`src/rtl/vga_out_pkg.sv`:
```
// Shared types and helpers for the VGA output quantiser: mode encoding,
// recursive Bayer matrix entry, and offset scaling for round/dither modes.
// Purely combinational helpers; no latency, no backpressure.
package vga_out_pkg;

   typedef enum logic [1:0] {
      MODE_TRUNC    = 2'b00,
      MODE_ROUND    = 2'b01,
      MODE_DITHER   = 2'b10,
      MODE_TEMPORAL = 2'b11
   } mode_t;

   // Bayer entry for an N x N matrix, N = 2**log2 (log2 in 1..3).
   // Each bit level contributes a base-4 digit from the 2x2 kernel
   // [[0,2],[3,1]]. The MSB coordinate bits form the least significant digit,
   // which is the recursion B(2n) = 4*B(n) + B(2)-tile.
   function automatic int unsigned bayer_val(input int unsigned x,
                                             input int unsigned y,
                                             input int unsigned log2);
      int unsigned m;
      int unsigned dig;
      m = 0;
      for (int unsigned i = 0; i < 3; i++) begin
         if (i < log2) begin
            dig = ((((x >> i) ^ (y >> i)) & 32'd1) << 1) | ((y >> i) & 32'd1);
            m   = m | (dig << (2 * (log2 - 1 - i)));
         end
      end
      return m;
   endfunction

   // Half an output LSB; zero when no bits are dropped.
   function automatic int unsigned round_offset(input int unsigned d);
      return (d == 0) ? 32'd0 : (32'd1 << (d - 1));
   endfunction

   // Scale a matrix threshold in [0, N^2) onto [0, 2^d).
   function automatic int unsigned dither_offset(input int unsigned mp,
                                                 input int unsigned d,
                                                 input int unsigned log2);
      return (mp << d) >> (2 * log2);
   endfunction

endpackage

```
`src/rtl/vga_out_stage_if.sv`:
```
// Video bus between the framebuffer core and the DAC pins: input pixel and
// syncs, runtime MODE, and the quantised output pixel and syncs.
// Pure wiring; the slave side is the output stage, the master side drives video.
interface vga_out_stage_if #(
   parameter int IN_BITS  = 8,
   parameter int OUT_BITS = 4
);
   logic [1:0]          MODE;
   logic                IN_HSYNC;
   logic                IN_VSYNC;
   logic                IN_DE;
   logic [IN_BITS-1:0]  IN_RED;
   logic [IN_BITS-1:0]  IN_GREEN;
   logic [IN_BITS-1:0]  IN_BLUE;
   logic                OUT_HSYNC;
   logic                OUT_VSYNC;
   logic [OUT_BITS-1:0] OUT_RED;
   logic [OUT_BITS-1:0] OUT_GREEN;
   logic [OUT_BITS-1:0] OUT_BLUE;

   modport master (
      output MODE, IN_HSYNC, IN_VSYNC, IN_DE, IN_RED, IN_GREEN, IN_BLUE,
      input  OUT_HSYNC, OUT_VSYNC, OUT_RED, OUT_GREEN, OUT_BLUE
   );

   modport slave (
      input  MODE, IN_HSYNC, IN_VSYNC, IN_DE, IN_RED, IN_GREEN, IN_BLUE,
      output OUT_HSYNC, OUT_VSYNC, OUT_RED, OUT_GREEN, OUT_BLUE
   );
endinterface

```
`src/rtl/vga_quant_channel.sv`:
```
// One colour channel: add offset, shift down by IN_BITS-OUT_BITS, saturate,
// gate with DE; registered output (stage 2, 1 cycle). No backpressure.
// Ports: clk_i, rst_ni, de_i (stage-1 DE), col_i/off_i (stage-1 colour and
// offset), col_o (quantised colour).
module vga_quant_channel #(
   parameter int IN_BITS  = 8,
   parameter int OUT_BITS = 4
) (
   input  logic                clk_i,
   input  logic                rst_ni,
   input  logic                de_i,
   input  logic [IN_BITS-1:0]  col_i,
   input  logic [IN_BITS-1:0]  off_i,
   output logic [OUT_BITS-1:0] col_o
);
   localparam int D = IN_BITS - OUT_BITS;
   localparam logic [IN_BITS:0] MAX_W = (IN_BITS + 1)'((1 << OUT_BITS) - 1);

   logic [IN_BITS:0]    sum;
   logic [IN_BITS:0]    shifted;
   logic [OUT_BITS-1:0] col_d;
   logic [OUT_BITS-1:0] col_q;

   always_comb begin
      // One extra bit of headroom so 0xFF + offset saturates instead of wrapping.
      sum     = {1'b0, col_i} + {1'b0, off_i};
      shifted = sum >> D;
      col_d   = '0;
      if (de_i) begin
         col_d = (shifted > MAX_W) ? MAX_W[OUT_BITS-1:0] : shifted[OUT_BITS-1:0];
      end
   end

   always_ff @(posedge clk_i or negedge rst_ni) begin
      if (!rst_ni) begin
         col_q <= '0;
      end else begin
         col_q <= col_d;
      end
   end

   assign col_o = col_q;

endmodule

```
`src/rtl/vga_out_stage.sv`:
```
// VGA output stage: quantises 3 colour channels IN_BITS->OUT_BITS using
// truncate/round/Bayer dither/temporal dither; syncs delayed to match.
// Latency 2 cycles for colour and syncs; no backpressure, one pixel per clock.
// Ports: CLK_25MHZ pixel clock, RESET_N async active-low reset, vif (slave
// side of the video bus: MODE, IN_* pixel/syncs in, OUT_* pixel/syncs out).
module vga_out_stage
   import vga_out_pkg::*;
#(
   parameter int IN_BITS         = 8,
   parameter int OUT_BITS        = 4,
   parameter int BAYER_LOG2      = 2,
   parameter int SYNC_ACTIVE_LOW = 1
) (
   input logic             CLK_25MHZ,
   input logic             RESET_N,
   vga_out_stage_if.slave  vif
);
   localparam int          D         = IN_BITS - OUT_BITS;
   localparam int unsigned N2        = 32'd1 << (2 * BAYER_LOG2);
   localparam logic        SYNC_IDLE = (SYNC_ACTIVE_LOW != 0);

   logic [BAYER_LOG2-1:0] x_q, x_d;
   logic [BAYER_LOG2-1:0] y_q, y_d;
   logic                  parity_q, parity_d;
   mode_t                 mode_q, mode_d;

   // Stage 1 registers
   logic                  s1_hs_q, s1_vs_q, s1_de_q;
   logic [IN_BITS-1:0]    s1_red_q, s1_grn_q, s1_blu_q;
   logic [IN_BITS-1:0]    s1_off_q, off_d;

   // Stage 2 sync registers (colour stage 2 lives in the channels)
   logic                  s2_hs_q, s2_vs_q;

   logic                  vs_edge;
   logic                  de_fall;
   int unsigned           m_val;
   int unsigned           mp_val;

   always_comb begin
      // Stage-1 sync/DE registers double as the previous-cycle samples
      // for edge detection.
      vs_edge  = (vif.IN_VSYNC != SYNC_IDLE) && (s1_vs_q == SYNC_IDLE);
      de_fall  = s1_de_q && !vif.IN_DE;

      x_d      = vif.IN_DE ? x_q + 1'b1 : '0;
      y_d      = y_q;
      if (vs_edge) begin
         y_d = '0;
      end else if (de_fall) begin
         y_d = y_q + 1'b1;
      end
      parity_d = parity_q ^ vs_edge;
      mode_d   = vs_edge ? mode_t'(vif.MODE) : mode_q;

      // Offset for the pixel presented this cycle uses the counters before update.
      m_val    = bayer_val(32'(x_q), 32'(y_q), BAYER_LOG2);
      mp_val   = m_val;
      if ((mode_q == MODE_TEMPORAL) && parity_q) begin
         mp_val = (m_val + N2 / 2) % N2;
      end

      off_d = '0;
      case (mode_q)
         MODE_TRUNC: off_d = '0;
         MODE_ROUND: off_d = IN_BITS'(round_offset(D));
         default:    off_d = IN_BITS'(dither_offset(mp_val, D, BAYER_LOG2));
      endcase
   end

   always_ff @(posedge CLK_25MHZ or negedge RESET_N) begin
      if (!RESET_N) begin
         x_q      <= '0;
         y_q      <= '0;
         parity_q <= 1'b0;
         mode_q   <= MODE_TRUNC;
         s1_hs_q  <= SYNC_IDLE;
         s1_vs_q  <= SYNC_IDLE;
         s1_de_q  <= 1'b0;
         s1_red_q <= '0;
         s1_grn_q <= '0;
         s1_blu_q <= '0;
         s1_off_q <= '0;
         s2_hs_q  <= SYNC_IDLE;
         s2_vs_q  <= SYNC_IDLE;
      end else begin
         x_q      <= x_d;
         y_q      <= y_d;
         parity_q <= parity_d;
         mode_q   <= mode_d;
         s1_hs_q  <= vif.IN_HSYNC;
         s1_vs_q  <= vif.IN_VSYNC;
         s1_de_q  <= vif.IN_DE;
         s1_red_q <= vif.IN_RED;
         s1_grn_q <= vif.IN_GREEN;
         s1_blu_q <= vif.IN_BLUE;
         s1_off_q <= off_d;
         s2_hs_q  <= s1_hs_q;
         s2_vs_q  <= s1_vs_q;
      end
   end

   vga_quant_channel #(.IN_BITS(IN_BITS), .OUT_BITS(OUT_BITS)) u_red (
      .clk_i (CLK_25MHZ),
      .rst_ni(RESET_N),
      .de_i  (s1_de_q),
      .col_i (s1_red_q),
      .off_i (s1_off_q),
      .col_o (vif.OUT_RED)
   );

   vga_quant_channel #(.IN_BITS(IN_BITS), .OUT_BITS(OUT_BITS)) u_green (
      .clk_i (CLK_25MHZ),
      .rst_ni(RESET_N),
      .de_i  (s1_de_q),
      .col_i (s1_grn_q),
      .off_i (s1_off_q),
      .col_o (vif.OUT_GREEN)
   );

   vga_quant_channel #(.IN_BITS(IN_BITS), .OUT_BITS(OUT_BITS)) u_blue (
      .clk_i (CLK_25MHZ),
      .rst_ni(RESET_N),
      .de_i  (s1_de_q),
      .col_i (s1_blu_q),
      .off_i (s1_off_q),
      .col_o (vif.OUT_BLUE)
   );

   assign vif.OUT_HSYNC = s2_hs_q;
   assign vif.OUT_VSYNC = s2_vs_q;

endmodule

```
`src/flat_wrapper.sv`:
```
// flat-port wrapper written by rule: the top's interface ports become plain ports
module vga_out_stage_flat import vga_out_pkg::*;
#(
   parameter int IN_BITS         = 8,
   parameter int OUT_BITS        = 4,
   parameter int BAYER_LOG2      = 2,
   parameter int SYNC_ACTIVE_LOW = 1
)
  (CLK_25MHZ, RESET_N, vif_MODE, vif_IN_HSYNC, vif_IN_VSYNC, vif_IN_DE, vif_IN_RED, vif_IN_GREEN, vif_IN_BLUE, vif_OUT_HSYNC, vif_OUT_VSYNC, vif_OUT_RED, vif_OUT_GREEN, vif_OUT_BLUE);
  vga_out_stage_if #(.IN_BITS(IN_BITS), .OUT_BITS(OUT_BITS)) vif_i ();
  input logic CLK_25MHZ;
  input logic RESET_N;
  input wire logic [$bits(vif_i.MODE)-1:0] vif_MODE;
  input wire logic [$bits(vif_i.IN_HSYNC)-1:0] vif_IN_HSYNC;
  input wire logic [$bits(vif_i.IN_VSYNC)-1:0] vif_IN_VSYNC;
  input wire logic [$bits(vif_i.IN_DE)-1:0] vif_IN_DE;
  input wire logic [$bits(vif_i.IN_RED)-1:0] vif_IN_RED;
  input wire logic [$bits(vif_i.IN_GREEN)-1:0] vif_IN_GREEN;
  input wire logic [$bits(vif_i.IN_BLUE)-1:0] vif_IN_BLUE;
  output wire logic [$bits(vif_i.OUT_HSYNC)-1:0] vif_OUT_HSYNC;
  output wire logic [$bits(vif_i.OUT_VSYNC)-1:0] vif_OUT_VSYNC;
  output wire logic [$bits(vif_i.OUT_RED)-1:0] vif_OUT_RED;
  output wire logic [$bits(vif_i.OUT_GREEN)-1:0] vif_OUT_GREEN;
  output wire logic [$bits(vif_i.OUT_BLUE)-1:0] vif_OUT_BLUE;
  assign vif_i.MODE = vif_MODE;
  assign vif_i.IN_HSYNC = vif_IN_HSYNC;
  assign vif_i.IN_VSYNC = vif_IN_VSYNC;
  assign vif_i.IN_DE = vif_IN_DE;
  assign vif_i.IN_RED = vif_IN_RED;
  assign vif_i.IN_GREEN = vif_IN_GREEN;
  assign vif_i.IN_BLUE = vif_IN_BLUE;
  assign vif_OUT_HSYNC = vif_i.OUT_HSYNC;
  assign vif_OUT_VSYNC = vif_i.OUT_VSYNC;
  assign vif_OUT_RED = vif_i.OUT_RED;
  assign vif_OUT_GREEN = vif_i.OUT_GREEN;
  assign vif_OUT_BLUE = vif_i.OUT_BLUE;
  vga_out_stage #(.IN_BITS(IN_BITS), .OUT_BITS(OUT_BITS), .BAYER_LOG2(BAYER_LOG2), .SYNC_ACTIVE_LOW(SYNC_ACTIVE_LOW)) u_core (.CLK_25MHZ(CLK_25MHZ), .RESET_N(RESET_N), .vif(vif_i));
endmodule
```
`config.mk`:
```
export PLATFORM = sky130hd
export DESIGN_NAME = vga_out_stage_flat
export DESIGN_NICKNAME = d
export VERILOG_FILES = /design/src/rtl/vga_out_pkg.sv /design/src/rtl/vga_out_stage_if.sv /design/src/rtl/vga_quant_channel.sv /design/src/rtl/vga_out_stage.sv /design/src/flat_wrapper.sv
export SDC_FILE = /design/constraint.sdc
export NUM_CORES = 1
export LEC_CHECK = 0
export BUFFER_PORTS_ARGS = -buffer_cell sky130_fd_sc_hd__buf_4
export CAP_MARGIN = 20
export CELL_PAD_IN_SITES_DETAIL_PLACEMENT = 0
export CELL_PAD_IN_SITES_GLOBAL_PLACEMENT = 1
export CORE_MARGIN = 3
export CORE_UTILIZATION = 45
export DETAILED_ROUTE_END_ITERATION = 10
export GPL_TIMING_DRIVEN = 0
export PLACE_DENSITY = 0.9
export SKIP_CTS_REPAIR_TIMING = 1
export SYNTH_ARGS = -nofsm -noshare
export SYNTH_HDL_FRONTEND = slang
export SYNTH_SLANG_ARGS = --single-unit
export TNS_END_PERCENT = 100
```
`constraint.sdc`:
```
create_clock -name CLK_25MHZ -period 2.47 [get_ports CLK_25MHZ]
set_input_delay 0.494 -clock CLK_25MHZ [delete_from_list [all_inputs] [get_ports CLK_25MHZ]]
set_output_delay 0.494 -clock CLK_25MHZ [all_outputs]
set_load 0.02 [all_outputs]
```
==> results.md <==
- Run status: finished, final reports clean
- Share of layout cells above drive strength 1: 0.3264
- Worst hold slack: 0.2024 ns
- Top Layer Used: met4
- WL final: 3.328 mm
- Mapped Nets: 181
- H-Tree Depth: 2
- Residual DRC count: 0
- Tot GR Track Use: 0.1511
- Slew Limit Headroom: 0.5947
- Area Overhead vs Synth: 25.11%
- FFs w/ async S/R, synth: 1.000
- Port bufs: 44
- Switch Pwr: 507.0 uW
- Core Box Area: 4058 um2
- Mapped Area: 1923 um2
- Clock Latency Late Sink: 0.30 ns
- FILL cells: 333
- Pre-antenna DRT Iters: 4
- Post-synth top area cell: dfrtp_1
- Int Power: 1.294 mW
- Ant. Diodes: 0
- Metal-1 WL: 1.341 mm
- Yosys reg bits: 52
- Sequential power share: 0.555
- Max cap viols: 0
- Global-route wire length before repair: 5.865 mm
- GR Overflow Total: 0
- Synth top area share: 0.6246
- Hold Vio Cnt, Final: 0
- Row cnt: 23
- Seq/Total Area, Yosys: 0.6792
- Synth cell types: 28
- TritonCTS Buffers: 5
- Total power: 1.801 mW
- Clk buf depth: 2
- Mapped Avg Cell Area: 13.64 um2
- Tcrit/Tclk final: 0.6162
- Worst hold path type: primary input to async pin
- Met2 Wirelength: 1.700 mm
- Crit path arrival time: 1.75 ns
- Top cells by area, synth: dfrtp_1 (62%), ha_1 (5.9%), dfstp_2 (5.5%)
- Largest net degree at the start of global routing: 53
- Clock network fraction of design power: 0.265
- Worst Path Required: 2.69 ns
- # clock sinks: 52
- Avg WL per Cell: 13.70 um
- Comb power frac: 0.180
- Unrepaired setup endpoints after global routing: no
- Vias in the first global route: 1,350
- Layout Skew: 0.004890 ns
- FMAX: 657.0 MHz
- Dpl cells: 235
- Critical path endpoint category: flip-flop
- Crit-path max FO: 5
- Slew @ Worst Pin: 0.6079 ns
- GPL Wtd Cong: 0.7579
- Warnings from Yosys: 0
- Routed vias/inst: 5.086
- Io pins: 45
- Switching share of power: 0.2815
- DR iter-0 viols: 78
- Setup Viol. Count Final: 0
- Via Count: 1,236
- Syn Inst Count: 141
- Fin cells: 243
- Dpl hpwl: 2.477 mm
- CTS tree: done
- Layout Utilization: 0.5930
- Worst Setup Start Kind: flip-flop
- Die ar.: 5094 um2
- Max Slew Vio Count: 0
- Starting density of the core: 0.4739
- CTS root buf: clkbuf_8
- EDFF count, synth: 0
- Met3 wire len: 199 um
- Worst vdd ir: 0.3425 mV
- Pleak: 1.172 nW
- Initial antenna violation count: 0
- TNS Setup: 0 ns
- Clock transition at path regs: 0.09 ns
- Tmin final: 1.522 ns
- Final net count: 232
- Dominant synthesized flop cell: dfrtp_1
- Antenna Violating Nets Remaining: 0
- Chip width: 71.37 um
- Power per cell area: 748.4 nW/um2
- Die Y: 71.37 um
- Type of the worst setup path: flip-flop to flip-flop
-- Yosys cell counts (all sizes together) (4+ instances only) --
library cell  number
nor2b              4
xor2               5
a21oi              5
dfstp              4
o21ai             10
nand3             11
nand2              8
and2               4
inv                6
ha                 9
dfrtp             48
-- power by group through the flow --
stage               combinational (mW)  clock, mW  sequential (mW)
detailed placement               0.328          0             1.02
global placement                 0.312          0             1.01
global route                     0.369      0.530             1.01
CTS                              0.329      0.499             1.00
finish                           0.323      0.477             1.00
floorplan                        0.177          0             1.03
-- stage by stage --
stage | instance area (um2) | worst slack (ns)
2_1_floorplan | 1923 | 1.087
3_3_place_gp | 2316 | 1.014
3_5_place_dp | 2316 | 0.9513
4_1_cts | 2406 | 0.9363
5_1_grt | 2406 | 0.8001
6_report | 2406 | 0.9479
-- final cells by class --
type,instances,area [um2],share of cell area
plain buffers,1,3.754,0.001560
well taps,50,62.56,0.02600
repair buffers,44,330.3,0.1373
flip-flops and latches,52,1306,0.5429
clock inverters,3,21.27,0.008840
multi-input cells,82,590.6,0.2454
inverters,6,22.52,0.009360
clock buffers,5,68.82,0.02860
-- critical path: stages (launching register included) --
cell and delay (ns):
dfrtp_1 0.43, ha_1 0.29, nand3_1 0.07, a22oi_2 0.29
nand3_1 0.17, mux2i_1 0.20
-- sequential cells by signal (all words and copies together), names as in the netlist --
register,count
u_core.s1_vs_q,1
u_core.u_red.col_o,4
u_core.s1_grn_q,8
u_core.u_green.col_o,4
u_core.s1_hs_q,1
u_core.mode_q,2
u_core.s1_red_q,8
u_core.vif.OUT_VSYNC,1
u_core.s1_de_q,1
u_core.y_q,2
u_core.u_blue.col_o,4
u_core.x_q,2
u_core.s1_blu_q,8
u_core.parity_q,1
u_core.s1_off_q,4
u_core.vif.OUT_HSYNC,1
-- logic make-up (layout without fill, tap and decap cells) --
group,after synthesis,count (layout),share of synthesized area
compound gates,24,24,0.08653
xor+xnor,6,6,0.02733
fa+ha+maj,9,9,0.05856
buf+inv,7,59,0.01366
flops,52,52,0.6792
mux,4,4,0.02212
simple gates,39,39,0.1126
-- per-layer routing --
metal | global-route usage | up-vias
li1 | - | 589
met1 | 0.1748 | 602
met2 | 0.2510 | 36
met3 | 0.04909 | 9
met4 | 0.07724 | 0
met5 | 0 | -
-- path summary, 6_finish.rpt --
check | from | end | slack, ns | cells past startpoint
setup / recovery | u_core.s1_off_q[1]$_DFF_PN0_ | u_core.u_red.col_o[2]$_DFF_PN0_ | 0.95 | 5
hold / removal | RESET_N | u_core.s1_grn_q[6]$_DFF_PN0_ | 0.20 | 1
setup reg to reg | u_core.s1_off_q[1]$_DFF_PN0_ | u_core.u_red.col_o[2]$_DFF_PN0_ | 0.95 | 5
hold reg to reg | u_core.s1_hs_q$_DFF_PN1_ | u_core.vif.OUT_HSYNC$_DFF_PN1_ | 0.36 | 0
max in group asynchronous | RESET_N | u_core.u_green.col_o[3]$_DFF_PN0_ | 1.87 | 1
min in group CLK_25MHZ | vif_IN_HSYNC | u_core.s1_hs_q$_DFF_PN1_ | 0.29 | 1
-- cell usage in the layout, fill, tap and decap left out, drive strengths merged --
cell | synthesis | layout
nor2b | 4 | 4
nor2 | 3 | 3
dfrtp | 48 | 48
a21oi | 5 | 5
a211oi | 1 | 1
o21ai | 10 | 10
and2 | 4 | 4
a22oi | 3 | 3
nand4 | 3 | 3
buf | 0 | 44
nand2 | 8 | 8
o211a | 1 | 1
and3b | 3 | 3
a31oi | 3 | 3
clkbuf | 1 | 6
clkinv | 0 | 1
xor2 | 5 | 5
xnor2 | 1 | 1
ha | 9 | 9
mux2i | 2 | 2
dfstp | 4 | 4
mux2 | 2 | 2
clkinvlp | 0 | 1
inv | 6 | 7
a41oi | 1 | 1
nor3 | 3 | 3
nand3 | 11 | 11
Note: power is estimated with default switching activity, not from simulation.
